[config.mk]
export PLATFORM = sky130hd
export DESIGN_NAME = logs_seq
export DESIGN_NICKNAME = d
export VERILOG_FILES = /design/src/rtl/logs_pkg.sv /design/src/rtl/logs_tick_div.sv /design/src/rtl/logs_seq.sv
export SDC_FILE = /design/constraint.sdc
export NUM_CORES = 1
export LEC_CHECK = 0
export ABC_CLOCK_PERIOD_IN_PS = 7500
export CORE_AREA = 2 2 99 77
export DETAILED_ROUTE_END_ITERATION = 6
export DIE_AREA = 0 0 101 79
export HOLD_SLACK_MARGIN = 0.15
export PLACE_DENSITY = 0.76
export SLEW_MARGIN = 20
export SYNTH_ARGS = -nofsm -noshare
export SYNTH_HDL_FRONTEND = slang
export SYNTH_SLANG_ARGS = --single-unit
[constraint.sdc]
create_clock -name clk -period 7.5 [get_ports clk]
set_input_delay 1.5 -clock clk [delete_from_list [all_inputs] [get_ports clk]]
set_output_delay 1.5 -clock clk [all_outputs]
set_load 0.03 [all_outputs]
[src/rtl/logs_pkg.sv]
// logs_pkg: shared definitions for the logs_seq note sequencer.
//   - Pattern entry field positions as functions of the NCO width N.
//     An entry is {rest, dur[2:0], freq[N-2:0]}, N+3 bits wide.
//   - FSM state encoding shared by the sequencer.
package logs_pkg;

    // Duration field width (beats - 1, so 1..8 beats per note).
    localparam int DUR_W = 3;

    typedef enum logic [1:0] {
        IDLE = 2'd0,
        PLAY = 2'd1,
        DONE = 2'd2
    } state_t;

    function automatic int rest_bit(input int n);
        return n + 2;
    endfunction

    function automatic int dur_msb(input int n);
        return n + 1;
    endfunction

    function automatic int dur_lsb(input int n);
        return n - 1;
    endfunction

    function automatic int freq_msb(input int n);
        return n - 2;
    endfunction

endpackage

[src/rtl/logs_tick_div.sv]
// logs_tick_div: PRESCALE clock divider producing a registered one-cycle tick.
//   clk   : clock
//   reset : synchronous active-high reset
//   clr   : synchronous clear of the count (tick forced low)
//   en    : count enable
//   tick  : high for one cycle while the count sits at PRESCALE-1
// After a clear, the first tick appears PRESCALE cycles later, then every
// PRESCALE cycles while enabled. PRESCALE must be >= 2.
module logs_tick_div #(
    parameter int PRESCALE = 4
) (
    input  logic clk,
    input  logic reset,
    input  logic clr,
    input  logic en,
    output logic tick
);

    localparam int CW = $clog2(PRESCALE);

    logic [CW-1:0] count_reg;
    logic          tick_reg;

    // tick_reg is set on the edge that moves the count to PRESCALE-1, so it
    // is high exactly during the cycle the count equals PRESCALE-1.
    always_ff @(posedge clk) begin
        if (reset || clr) begin
            count_reg <= '0;
            tick_reg  <= 1'b0;
        end else if (en) begin
            count_reg <= (count_reg == CW'(PRESCALE - 1)) ? '0 : count_reg + 1'b1;
            tick_reg  <= (count_reg == CW'(PRESCALE - 2));
        end else begin
            tick_reg  <= 1'b0;
        end
    end

    assign tick = tick_reg;

endmodule

[src/rtl/logs_seq.sv]
// logs_seq: note sequencer feeding a square-wave NCO.
// Plays LEN programmable entries {rest, dur, freq} in order, once or looped.
//   clk      : clock
//   reset    : synchronous active-high reset
//   run      : 1 = play, 0 = stop
//   loop     : restart at entry 0 after the last entry
//   wr_en    : pattern write strobe (legal in any state)
//   wr_addr  : pattern address
//   wr_data  : {rest, dur[2:0], freq[N-2:0]}
//   step     : one-cycle strobe every PRESCALE clocks while playing
//   freq_out : NCO frequency word (0 during rests and when not playing)
//   gate     : 1 while a non-rest note plays
//   busy     : 1 while playing
//   done     : one-cycle pulse when a non-looped pattern finishes
// Note length is (dur+1)*TICKS_PER_BEAT*PRESCALE clocks.
module logs_seq
    import logs_pkg::*;
#(
    parameter int N              = 5,
    parameter int PRESCALE       = 4,
    parameter int TICKS_PER_BEAT = 16,
    parameter int LEN            = 8
) (
    input  logic                    clk,
    input  logic                    reset,
    input  logic                    run,
    input  logic                    loop,
    input  logic                    wr_en,
    input  logic [$clog2(LEN)-1:0]  wr_addr,
    input  logic [N+2:0]            wr_data,
    output logic                    step,
    output logic [N-2:0]            freq_out,
    output logic                    gate,
    output logic                    busy,
    output logic                    done
);

    localparam int AW       = $clog2(LEN);
    localparam int EW       = N + 3;
    localparam int TW       = (TICKS_PER_BEAT > 1) ? $clog2(TICKS_PER_BEAT) : 1;
    localparam int REST_BIT = rest_bit(N);
    localparam int DUR_MSB  = dur_msb(N);
    localparam int DUR_LSB  = dur_lsb(N);
    localparam int FREQ_MSB = freq_msb(N);

    // Pattern register file; not cleared by reset.
    logic [EW-1:0] mem [LEN];

    state_t            state_reg, state_next;
    logic [AW-1:0]     addr_reg, addr_next;
    logic [TW-1:0]     tick_cnt_reg, tick_cnt_next;
    logic [DUR_W-1:0]  beat_cnt_reg, beat_cnt_next;
    logic [EW-1:0]     ent_reg, ent_next;
    logic              fetch;
    logic [AW-1:0]     fetch_addr;

    logic              step_w;
    logic              tick_last;
    logic              note_end;
    logic              play_next;

    logic              busy_reg, gate_reg, done_reg;
    logic [N-2:0]      freq_reg;

    always_ff @(posedge clk) begin
        if (wr_en) begin
            mem[wr_addr] <= wr_data;
        end
    end

    // Divider runs only while actually playing; any other state (or run
    // dropping) holds it cleared so the first step lands PRESCALE clocks
    // after the start and no stray step survives a stop.
    logs_tick_div #(
        .PRESCALE(PRESCALE)
    ) u_div (
        .clk   (clk),
        .reset (reset),
        .clr   (!(state_reg == PLAY && run)),
        .en    (state_reg == PLAY),
        .tick  (step_w)
    );

    assign tick_last = (tick_cnt_reg == TW'(TICKS_PER_BEAT - 1));
    assign note_end  = step_w && tick_last && (beat_cnt_reg == ent_reg[DUR_MSB:DUR_LSB]);

    always_comb begin
        state_next    = state_reg;
        addr_next     = addr_reg;
        tick_cnt_next = tick_cnt_reg;
        beat_cnt_next = beat_cnt_reg;
        fetch         = 1'b0;
        fetch_addr    = addr_reg;
        case (state_reg)
            IDLE: begin
                if (run) begin
                    state_next    = PLAY;
                    addr_next     = '0;
                    tick_cnt_next = '0;
                    beat_cnt_next = '0;
                    fetch         = 1'b1;
                    fetch_addr    = '0;
                end
            end
            PLAY: begin
                // Stopping wins over a note end in the same cycle.
                if (!run) begin
                    state_next = IDLE;
                end else if (note_end) begin
                    tick_cnt_next = '0;
                    beat_cnt_next = '0;
                    if (addr_reg == AW'(LEN - 1) && !loop) begin
                        state_next = DONE;
                    end else begin
                        // LEN is a power of two, so LEN-1 + 1 wraps to 0.
                        addr_next  = addr_reg + 1'b1;
                        fetch      = 1'b1;
                        fetch_addr = addr_reg + 1'b1;
                    end
                end else if (step_w) begin
                    if (tick_last) begin
                        tick_cnt_next = '0;
                        beat_cnt_next = beat_cnt_reg + 1'b1;
                    end else begin
                        tick_cnt_next = tick_cnt_reg + 1'b1;
                    end
                end
            end
            DONE: begin
                state_next = IDLE;
            end
            default: begin
                state_next = IDLE;
            end
        endcase
        // Entry is copied at note start; later writes only affect the next fetch.
        ent_next  = fetch ? mem[fetch_addr] : ent_reg;
        play_next = (state_next == PLAY);
    end

    always_ff @(posedge clk) begin
        if (reset) begin
            state_reg    <= IDLE;
            addr_reg     <= '0;
            tick_cnt_reg <= '0;
            beat_cnt_reg <= '0;
            ent_reg      <= '0;
            busy_reg     <= 1'b0;
            gate_reg     <= 1'b0;
            done_reg     <= 1'b0;
            freq_reg     <= '0;
        end else begin
            state_reg    <= state_next;
            addr_reg     <= addr_next;
            tick_cnt_reg <= tick_cnt_next;
            beat_cnt_reg <= beat_cnt_next;
            ent_reg      <= ent_next;
            busy_reg     <= play_next;
            gate_reg     <= play_next && !ent_next[REST_BIT];
            done_reg     <= (state_next == DONE);
            freq_reg     <= (play_next && !ent_next[REST_BIT]) ? ent_next[FREQ_MSB:0] : '0;
        end
    end

    assign step     = step_w;
    assign freq_out = freq_reg;
    assign gate     = gate_reg;
    assign busy     = busy_reg;
    assign done     = done_reg;

endmodule

==> results of run 1 <==
[cell type report]
class / instances / area [µm²]
Fill cell: 541 / 2690
Sequential cell: 94 / 2520
Multi-Input combinational cell: 180 / 1300
Timing Repair Buffer: 26 / 253
Clock buffer: 9 / 124
Tap cell: 87 / 109
Clock inverter: 7 / 70.1
Inverter: 6 / 22.5
[per-layer routing]
layer | up-vias | part of all wire | global-route usage
met5 | - | 0 | 0
met4 | 0 | 0.015 | 0.0662
met3 | 11 | 0.047 | 0.0511
met2 | 46 | 0.49 | 0.313
met1 | 1119 | 0.45 | 0.245
li1 | 1129 | - | -
[worst max-delay path: stages]
cell	delay (ns)
clkdlybuf4s50_1	0.48
inv_1	0.07
nor2_1	0.27
a31oi_1	0.23
nor2_4	0.79
mux2i_1	0.18
a22o_1	0.27
o31ai_4	0.34
nor3b_1	0.10
[kinds of logic (layout without fill, tap and decap cells)]
| group | Yosys count | after routing | synth area share |
|---|---|---|---|
| AO/OA/AOI/OAI | 34 | 34 | 0.0594 |
| XOR/XNOR | 5 | 5 | 0.0112 |
| adder cells (fa/ha/maj) | 6 | 6 | 0.0193 |
| buffers and inverters | 13 | 48 | 0.0186 |
| flip-flops | 94 | 94 | 0.647 |
| multiplexers | 43 | 43 | 0.111 |
| AND/OR/NAND/NOR | 92 | 92 | 0.133 |
[final timing paths]
path	slack [ns]	end	from	depth (start not counted)
min reg2reg	0.48	u_div.count_reg[0]	u_div.count_reg[0]	1
max	3.47	freq_out[3]	run	9
max reg2reg	4.17	freq_out[3]	tick_cnt_reg[0]	9
min	0.48	u_div.count_reg[0]	u_div.count_reg[0]	1
[stage by stage]
step	total power (µW)	util	instance area, µm²	std cells	hold slack (ns)
2_1_floorplan	618	-	3900	287	0.428
4_1_cts	962	0.621	4400	409	0.484
3_3_place_gp	642	0.593	4210	393	0.435
6_report	955	0.621	4400	409	0.479
3_5_place_dp	644	0.593	4210	393	0.472
5_1_grt	988	0.621	4400	409	0.501
[layout by cell type, fill, tap and decap left out, types with 4 or more instances in the layout]
cell type        synthesis  layout
nor3_1                   8       8
a211oi_1                 4       4
nor3b_1                  5       5
o21ai_0                  6       6
clkbuf_8                 0       9
mux2i_1                 40      40
nand2b_1                 8       8
xor2_1                   4       4
clkdlybuf4s50_1          0      23
dfxtp_1                 30      30
and3_1                   4       4
inv_1                    6       6
nand2_1                 12      12
a21oi_1                  9       9
nor2_1                  28      28
edfxtp_1                64      64
nor2b_1                  8       8
ha_1                     6       6
[power by group]
| part | switching, µW | internal, µW |
|---|---|---|
| clock network | 167 | 155 |
| logic | 33.9 | 22.5 |
| registers | 6.10 | 570 |
| total | 207 | 748 |
==> impl_metrics.csv, run 1 <==
group,metric,value,unit
logic_synthesis,synth_cell_types,48,
detailed_routing,viasPerCell,5.64,
floorplanning,ioPinCount,24,
sta,setup_ws,3.47,ns
detailed_routing,routed_wl,6950,µm
logic_synthesis,syn_avg_cell_area,13.6,µm²
global_route,grt_start_max_net_pins,27,
clock_tree,cts-root-buf,"clkbuf_8",
critical_path,critical_path.max_fanout,26,
clock_tree,clk_transition_reported_paths,0.09,ns
logic_synthesis,syn-cell-area,0.00390,mm²
pwr,power_density,217,mW/mm²
logic_synthesis,synth_cells,287,
sta,fin_skew,0.00803,ns
clock_tree,post_cts_buffers,0,
clock_tree,cts_buffer_depth,2,
floorplanning,die_height,79,µm
logic_synthesis,ys_top_cells_by_count,"64 x edfxtp_1, 40 x mux2i_1, 30 x dfxtp_1",
clock_tree,worst_skew_pair.late_latency,0.35,ns
place,finalWeightedCongestion,0.783,
critical_path,path_class,"in -> reg",
worst_hold_path,hp-class,"reg -> reg",
place,dp_hpwl,4830,µm
clock_tree,hold_buffers,0,
sta,tightest_slew,0.960,ns
finish,syn_to_final_growth,13.0,%
critical_path,cp.arrival,4.23,ns
logic_synthesis,synth_nets,309,
floorplanning,core_area,0.00709,mm²
global_route,track_usage,0.190,
run_status,outcome,"complete, no violations",
sta,setup_viol,0,
floorplanning,rows,27,
logic_synthesis,synthArstFlopShare,0,
finish,drive_gt1_frac,0.0932,
logic_synthesis,synth_edf_count,64,
logic_synthesis,ys.flop_type,"edfxtp_1",
global_route,grt_pass1_vias,2326,
clock_tree,ctsResizeCount,0,
logic_synthesis,synth.area.top_cells,"edfxtp_1 49%, dfxtp_1 15%, mux2i_1 10%",
sta,max_freq,248,MHz
sta,finalCriticalPeriod,4.03,ns
critical_path,worstPathRequired,7.70,ns
place,port_buffers,23,
global_route,grt_pass1_wl,11300,µm
logic_synthesis,yosysMostFrequentCell,"edfxtp_1",
clock_tree,cts_num_sinks,94,
sta,slew_viol_final,0,
sta,slew_headroom,0.358,
flow_run,max_cap_viol_count,0,
floorplanning,start_util,0.550,
detailed_routing,first_iter_violations,109,
pwr,leakagePower,0.00165,µW
logic_synthesis,synth_top_area_cell,"edfxtp_1",
logic_synthesis,ys.warnings.count,0,
detailed_routing,routedWlPerCell,17.0,µm
sta,hold_violations,0,
detailed_routing,ant_nets,0,
global_route,antenna_found_initial,0,
detailed_routing,post-route-drc-count,0,
pwr,ir_drop,0.165,mV
sta,finalSetupTns,0,ns
clock_tree,numCtsBuffers,9,
detailed_routing,vias,2305,
floorplanning,dieArea,0.00798,mm²
sta,fin_crit_sh,0.538,
detailed_routing,drtPass1Iterations,4,
logic_synthesis,synth_top_cell_area_share,0.493,
critical_path,cp-end-kind,"flip-flop",
sta,rsz0062_at_grt,"no",
clock_tree,cts_tree,"done",
global_route,globalRouteOverflowTotal,0,
logic_synthesis,synth-seq-cells,94,
clock_tree,h-tree-depth,3,
finish,antennaDiodeCount,0,
floorplanning,die_w,101,µm
place,pre_cts_slack,3.11,ns
critical_path,critPathLaunchType,"input port",
logic_synthesis,synth_seq_area_share,0.647,
finish,fin_nets,339,
finish,largest_register_ffs,64,
Power figures use the tool's default switching activity.
==> run 2, diff against run 1 <==
ABC_CLOCK_PERIOD_IN_PS = 3410   (was 7500)
CORE_AREA = 2 2 103 80   (was 2 2 99 77)
DIE_AREA = 0 0 105 82   (was 0 0 101 79)
PLACE_DENSITY = 0.73   (was 0.76)
clock period = 3.41 ns   (was 7.5 ns; I/O delays follow)
==> impl_metrics.csv, run 2 (same netlist as run 1, synthesis figures left out) <==
group,metric,value,unit
run_status,outcome,"complete, no violations",
place,dp_hpwl,4940,µm
place,pre_cts_slack,0.160,ns
finish,fin_nets,350,
critical_path,critPathLaunchType,"flip-flop",
global_route,antenna_found_initial,0,
critical_path,cpPeakStageDelay,0.51,ns
detailed_routing,routed_wl,6990,µm
detailed_routing,post-route-drc-count,0,
worst_hold_path,hp-class,"reg -> reg",
place,port_buffers,23,
critical_path,path_class,"reg -> reg",
place,dpl_cell_area,0.00434,mm²
sta,fin_skew,0.0116,ns
critical_path,cp_slowest_cell,"nor2_4",
global_route,grtUsageMet2,0.292,
clock_tree,cts_buffer_depth,2,
critical_path,worstPathRequired,3.62,ns
clock_tree,hold_buffers,0,
critical_path,path_cells,"ha_1 > nand4_2 > nor4_4 > a31oi_1 > nor2_4 > buf_12 > mux2i_1 > a22oi_1 > and3_1 > nor3b_1",
finish,final_area,0.00454,mm²
floorplanning,dieArea,0.00861,mm²
global_route,grt_pass1_wl,11100,µm
clock_tree,cts_num_sinks,94,
global_route,track_usage,0.175,
sta,max_freq,346,MHz
detailed_routing,first_iter_violations,112,
sta,hold_violations,0,
sta,tightest_slew,0.876,ns
critical_path,cp-end-kind,"flip-flop",
sta,setup_ws,0.518,ns
clock_tree,ctsResizeCount,0,
floorplanning,die_w,105,µm
critical_path,r2r_cells,10,
worst_hold_path,whs_path_depth,1,
global_route,grt_start_max_net_pins,20,
sta,slew_viol_final,0,
detailed_routing,drtPass1Iterations,4,
flow_run,max_cap_viol_count,0,
finish,largest_register_ffs,64,
finish,syn_to_final_growth,16.4,%
global_route,grt.busiest_layer,"met2",
finish,final_cell_mix,"64 x edfxtp_1, 40 x mux2i_1, 30 x dfxtp_1, 28 x nor2_1, 23 x clkdlybuf4s50_1",
global_route,globalRouteOverflowTotal,0,
clock_tree,post_cts_buffers,0,
sta,slew_headroom,0.411,
clock_tree,numCtsBuffers,9,
pwr,power,2120,µW
pwr,ir_drop,0.318,mV
detailed_routing,ant_nets,0,
pwr,power_density,467,mW/mm²
finish,antennaDiodeCount,0,
floorplanning,rows,28,
floorplanning,die_height,82,µm
global_route,gr-usage-met3,0.0500,
sta,rsz0062_at_grt,"no",
detailed_routing,routedWlPerCell,16.0,µm
detailed_routing,viasPerCell,5.32,
clock_tree,cts-root-buf,"clkbuf_8",
critical_path,critical_path.max_fanout,15,
clock_tree,cts_tree,"done",
sta,fin_crit_sh,0.848,
floorplanning,core_area,0.00764,mm²
critical_path,cp.arrival,3.10,ns
floorplanning,start_util,0.510,
finish,layout_commonest_cell,"edfxtp_1",
sta,finalSetupTns,0,ns
clock_tree,clk_transition_reported_paths,0.09,ns
global_route,grtUsageMet1,0.225,
sta,finalCriticalPeriod,2.89,ns
sta,setup_viol,0,
clock_tree,worst_skew_pair.late_latency,0.36,ns
detailed_routing,vias,2332,
clock_tree,h-tree-depth,3,
floorplanning,ioPinCount,24,
place,finalWeightedCongestion,0.875,
finish,drive_gt1_frac,0.123,
sta,hold_slack,0.468,ns
pwr,leakagePower,0.00171,µW
global_route,grt_pass1_vias,2254,
==> run 2: changes by cell type in the layout (fill, tap and decap cells not counted), sizes merged <==
| cell | before | now |
|---|---|---|
| clkbuf | 9 | 10 |
| clkinv | 3 | 1 |
| inv | 9 | 8 |
| clkinvlp | 0 | 2 |
| buf | 3 | 14 |
==> run 2: routing by layer <==
layer / vias up / part of all wire / wire [µm]
met5: - / 0 / 0
met4: 0 / 0.0079 / 55
met3: 5 / 0.039 / 276
met2: 39 / 0.47 / 3280
met1: 1135 / 0.48 / 3390
li1: 1153 / - / -
==> run 2: worst max-delay path: cells and delay by family, from the launching register on <==
family | cells | cell delay, ns
DFF | 1 | 0.39
buffers and inverters | 1 | 0.22
and+or+nand+nor | 5 | 1.35
muxes | 1 | 0.20
adders and majority gates | 1 | 0.24
AOI/OAI and AO/OA | 2 | 0.32
==> run 2: layout make-up <==
cell class	instances	area, µm²
fill	628	3100
clock inverter	6	68.8
sequential	94	2520
clock buffer	10	128
tap	105	131
timing repair buffer	37	360
multi-input combinational	180	1300
inverter	6	22.5
==> run 2: per-stage QoR <==
step	util	instances
after global routing	0.594	438
after CTS	0.594	438
after detailed placement	0.568	422
final	0.594	438
after floorplan	-	287
after global placement	0.568	422
==> run 2: power by group <==
part / internal, µW / total (µW) / switching [µW]
logic: 52.8 / 127 / 73.9
registers: 1250 / 1270 / 13.4
clock network: 344 / 725 / 381
total: 1650 / 2120 / 469
==> run 2: worst paths after layout <==
check                          start                 end  slack, ns
setup / recovery     tick_cnt_reg[0]         freq_out[3]       0.52
hold / removal    u_div.count_reg[0]  u_div.count_reg[0]       0.47
setup reg to reg     tick_cnt_reg[0]         freq_out[3]       0.52
hold reg to reg   u_div.count_reg[0]  u_div.count_reg[0]       0.47
==> patch 1: new RTL, settings of run 2 <==
Re-encode `state_t` (3 states) as one-hot, 3 bits wide.
--- a/src/rtl/logs_pkg.sv
+++ b/src/rtl/logs_pkg.sv
@@ -7,10 +7,10 @@
     // Duration field width (beats - 1, so 1..8 beats per note).
     localparam int DUR_W = 3;
 
-    typedef enum logic [1:0] {
-        IDLE = 2'd0,
-        PLAY = 2'd1,
-        DONE = 2'd2
+    typedef enum logic [2:0] {
+        IDLE = 3'b001,
+        PLAY = 3'b010,
+        DONE = 3'b100
     } state_t;
 
     function automatic int rest_bit(input int n);
Function: same outputs for any inputs over 10 cycles, from zero or initial values and one cycle with reset high; not proved beyond that.
==> patch 1 against run 2 <==
Wire length is 32% higher. Worst setup slack worse by 0.15 ns. Power rose by 3.2%. Final area up 6.5%. Critical endpoint unchanged. Die area unchanged. Synthesized area up 8.9%. Non-clock buffer count decreased by 3. Sequential cell count is 1 higher. First-iteration DRC count grew to 3.2 times the old value.
==> patch 1: results (changes against run 2) <==
| Metric | Value |
|---|---|
| Inverters excl. clock | 11 (+5) |
| Wl on met1 | 4510 µm (+33%) |
| First-pass GRT wire length | 14400 µm (+29%) |
| Fin nets | 408 (+17%) |
| Fraction of standard cell area in multi-input logic | 0.329 (+0.0420) |
| Status | complete, no violations |
| Critical-path maximum fanout | 13 (-2) |
| Sw frac | 0.233 (+0.0120) |
| Fillers | 627 (-0.16%) |
| Max reg flops | 64 (unchanged) |
| Share of layout cells above drive strength 1 | 0.143 (+0.0201) |
| P_leak | 1.60 nW (-6.4%) |
| Routing usage on met2 | 0.345 (+0.0526) |
| Drt initial violations | 353 (+220%) |
| Met2 WL | 4000 µm (+22%) |
| Synth unique cells | 61 (+27%) |
| Number of non-clock buffers | 34 (-8.1%) |
| Synth Area in Adders | 0.0177 (-0.00157) |
| Clk pwr share | 0.351 (+0.009) |
| Number of flops mapped to enable cells by yosys | 64 (unchanged) |
| GRT Total Usage | 0.226 (+0.0505) |
| Synth Area in Compound Gates | 0.131 (+0.0721) |
| Clock Skews | 0.00760 ns (-0.00396 ns) |
| First drt pass iteration count | 7 (+3) |
| Seq cells | 95 (+1.1%) |
| Peak VDD IR | 0.273 mV (-14%) |
| Met1 Use GR | 0.326 (+0.101) |
| Critical path data arrival time | 3.29 ns (+0.19 ns) |
| Data buffer area share | 0.0647 (-0.0147) |
| Count of multi-input gates | 235 (+31%) |
| Slew margin rel. | 0.486 (+0.0756) |
| WL/cell | 18.7 µm (+17%) |
| Top post-synthesis cells by area | edfxtp_1 45%, dfxtp_1 15%, nor2_1 3.4% |
| Slowest library cell on the worst path | dfxtp_1 |
| Metal3 WL | 660 µm (+140%) |
| GP Congestion | 1.01 (+16%) |
| CTS H-tree lvls | 3 (unchanged) |
| Post-DP HPWL | 6630 µm (+34%) |
| DR vias/cell | 6.00 (+13%) |
| Seq/Total Area, Yosys | 0.599 (-0.0481) |
| Port bufs | 23 (unchanged) |
| Net Sw Power | 0.510 mW (+8.8%) |
| Largest net degree at the start of global routing | 21 (+5.0%) |
| Synth Area in XOR/XNOR | 0.0103 (-0.000917) |
| Clock root buffer | clkbuf_8 |
| Clock buf/inv share | 0.0440 (+0.000720) |
| Vias in the first global route | 2648 (+17%) |
| Post-synth top cells | 64 x edfxtp_1, 38 x nor2_1, 31 x dfxtp_1 |
| Reg area | 2540 µm² (+0.79%) |
| Layout clock buffer count | 9 (-1) |
| Multiplexer share of the synthesized area | 0.0539 (-0.0574) |
| Global Route met3 Usage | 0.0651 (+0.0151) |
| Syn_nets | 376 (+22%) |
| CP peak stage delay | 0.55 ns (+0.04 ns) |
-- patch 1: cell count changes in the layout (fill, tap and decap cells not counted), sizes merged, moves of 6 or more --
cell   delta
a31oi     +6
inv       +6
mux2      +9
mux2i    -31
nand2     +9
nand3    +14
nor2      +9
nor2b     -7
o21ai     +9
-- patch 1: through the flow --
stage	setup slack (ns)	instance area (µm²)	cells
after floorplan	1.04	4250	354
after global placement	0.308	4620	480
after detailed placement	0.196	4620	480
after CTS	0.412	4830	496
after global routing	0.161	4830	496
final	0.369	4830	496
-- patch 1: path summary, 6_finish.rpt --
kind | startpoint | end | slack, ns | cells after the start
worst min register to register | u_div.count_reg[0] | u_div.count_reg[0] | 0.45 | 1
worst max-delay path | addr_reg[0] | freq_out[3] | 0.37 | 9
worst max register to register | addr_reg[0] | freq_out[3] | 0.37 | 9
worst min-delay path | u_div.count_reg[0] | u_div.count_reg[0] | 0.45 | 1
==> patch 2: new RTL, settings of run 2 <==
Made on the original files. The parameter `TICKS_PER_BEAT` goes from 16 to 32.
--- a/src/rtl/logs_seq.sv
+++ b/src/rtl/logs_seq.sv
@@ -18,7 +18,7 @@
 #(
     parameter int N              = 5,
     parameter int PRESCALE       = 4,
-    parameter int TICKS_PER_BEAT = 16,
+    parameter int TICKS_PER_BEAT = 32,
     parameter int LEN            = 8
 ) (
     input  logic                    clk,
Behaviour: no difference found for any inputs over 10 cycles, from zero or initial values and one cycle with reset high; that may be too few to reach the edited logic, so the function may still have changed.
==> patch 2 against run 2 <==
Wire length up 22%. Synthesized area up 2.5%. Utilization up 0.88 points. Synthesized cell count up 12%. Final area up 1.5%. Critical path depth up 1. Sequential cell count up 1. Worst setup slack worse by 0.24 ns. Power down 0.33%. Critical endpoint is now freq_out[2]. Largest power group unchanged.
==> patch 2: results (changes against run 2) <==
| Metric | Value |
|---|---|
| Status | complete, no violations |
| Clk_lat worst skew | 0.36 ns (about the same) |
| DR top layer | met4 |
| Worst hold path class | reg2reg |
| Clock root buffer | clkbuf_8 |
| Drt initial violations | 304 (+170%) |
| Resize count post-CTS | 0 (unchanged) |
| Postcts setup bufs | 0 (unchanged) |
| Post-synth top cells | 64 x edfxtp_1, 31 x dfxtp_1, 31 x nand2_1 |
| WL/cell | 18.3 µm (+14%) |
| Least-Margin Pin Slew | 0.977 ns (+0.101 ns) |
| Synth unique cells | 51 (+6.3%) |
| Syn_nets | 345 (+12%) |
| Peak VDD IR | 0.254 mV (-20%) |
| Seq/Total Area, Yosys | 0.636 (-0.0110) |
| Clk buf depth | 2 (unchanged) |
| Total CTS buffers | 9 (unchanged) |
| Yosys Warn Count | 0 (unchanged) |
| GRT Total Usage | 0.213 (+0.0374) |
| First-pass GRT wire length | 13400 µm (+21%) |
| Initial antenna violation count | 0 (unchanged) |
| Vias in the first global route | 2538 (+13%) |
| Metal3 WL | 764 µm (+180%) |
| Critical path data arrival time | 3.42 ns (+0.32 ns) |
| Largest net degree at the start of global routing | 26 (+30%) |
| Clock Skews | 0.00678 ns (-0.00478 ns) |
| Slowest library cell on the worst path | or4_1 |
| Vias | 2709 (+16%) |
| Share of layout cells above drive strength 1 | 0.122 (-0.00158) |
| Fin nets | 380 (+8.6%) |
| Port bufs | 23 (unchanged) |
| Post-synthesis async set-or-reset flop share | 0 (unchanged) |
| Met2 WL | 3570 µm (+9.0%) |
| Mapped Cells | 322 (+12%) |
| First drt pass iteration count | 5 (+1) |
| Max reg flops | 64 (unchanged) |
| Post-DP HPWL | 6070 µm (+23%) |
| Placed Cells incl. Taps | 451 (+6.9%) |
| GP Congestion | 0.872 (-0.29%) |
| P_leak | 1.58 nW (-7.2%) |
| Critical-path maximum fanout | 7 (-8) |
| Int Pwr | 1.66 mW (+0.32%) |
| CTS clk-pin slew, worst paths | 0.08 ns |
| Number of flops mapped to enable cells by yosys | 64 (unchanged) |
| Top post-synthesis cells by area | edfxtp_1 48%, dfxtp_1 16%, nand2_1 2.9% |
| CP peak stage delay | 0.57 ns (+0.06 ns) |
| CTS H-tree lvls | 3 (unchanged) |
| Wl on met1 | 4080 µm (+21%) |
| WL final | 8540 µm (+22%) |
| Diode count | 0 (unchanged) |
[patch 2: cell types whose count changed in the layout (fill, tap and decap cells not counted), moves of 8 or more]
cell / delta
mux2i_1: -39
nand2_1: +19
a21oi_1: +14
nand3_1: +8
nor4_1: +8
or4_1: +8
[patch 2: power groups by stage]
stage          sequential (mW)  combinational, mW  clock [mW]
6_report                  1.28              0.124       0.705
5_1_grt                   1.29              0.136       0.762
3_5_place_dp              1.31              0.124           0
3_3_place_gp              1.31              0.121           0
4_1_cts                   1.28              0.124       0.721
2_1_floorplan             1.31             0.0608           0
[patch 2: cell families after synthesis]
kind of cell	share of synthesized area
flip-flops	0.636
XOR/XNOR	0.0131
AND/OR/NAND/NOR	0.162
multiplexers	0.0307
AO/OA/AOI/OAI	0.118
adder cells (fa/ha/maj)	0.0219
buffers and inverters	0.0185
[patch 2: path summary, 6_finish.rpt]
| check | start | to | slack [ns] | cells after the start |
|---|---|---|---|---|
| max | tick_cnt_reg[0] | freq_out[2] | 0.28 | 11 |
| min | u_div.count_reg[0] | u_div.count_reg[0] | 0.46 | 1 |
| max reg2reg | tick_cnt_reg[0] | freq_out[2] | 0.28 | 11 |
| min reg2reg | u_div.count_reg[0] | u_div.count_reg[0] | 0.46 | 1 |
[patch 2: cell type report]
| type | instances | area [µm²] |
|---|---|---|
| multi-input combinational | 209 | 1380 |
| clock inverter | 4 | 48.8 |
| timing repair buffer | 40 | 358 |
| inverter | 2 | 7.51 |
| fill | 627 | 3030 |
| clock buffer | 12 | 135 |
| tap | 105 | 131 |
| sequential | 95 | 2540 |
[patch 2: worst max-delay path, delay by kind of cell, from the launching register on]
family / cells / cell delay [ns]
AO/OA/AOI/OAI: 2 / 0.38
adder cells (fa/ha/maj): 2 / 0.36
buffers and inverters: 1 / 0.19
flip-flops: 1 / 0.38
AND/OR/NAND/NOR: 6 / 1.74
[patch 2: stage by stage]
step	util	power [mW]	setup slack [ns]	hold WS, ns	cell area, µm²
after global placement	0.579	1.43	0.269	0.444	4420
after CTS	0.603	2.13	0.307	0.465	4600
after global routing	0.603	2.18	0.0533	0.476	4600
after detailed placement	0.579	1.43	0.147	0.453	4420
after floorplan	-	1.37	0.615	0.428	4000
final	0.603	2.11	0.278	0.461	4600
[patch 2: per-layer routing]
layer	GRT usage	vias up
met5	0	-
met4	0.0587	0
met3	0.0683	10
met2	0.309	118
met1	0.308	1280
li1	-	1301
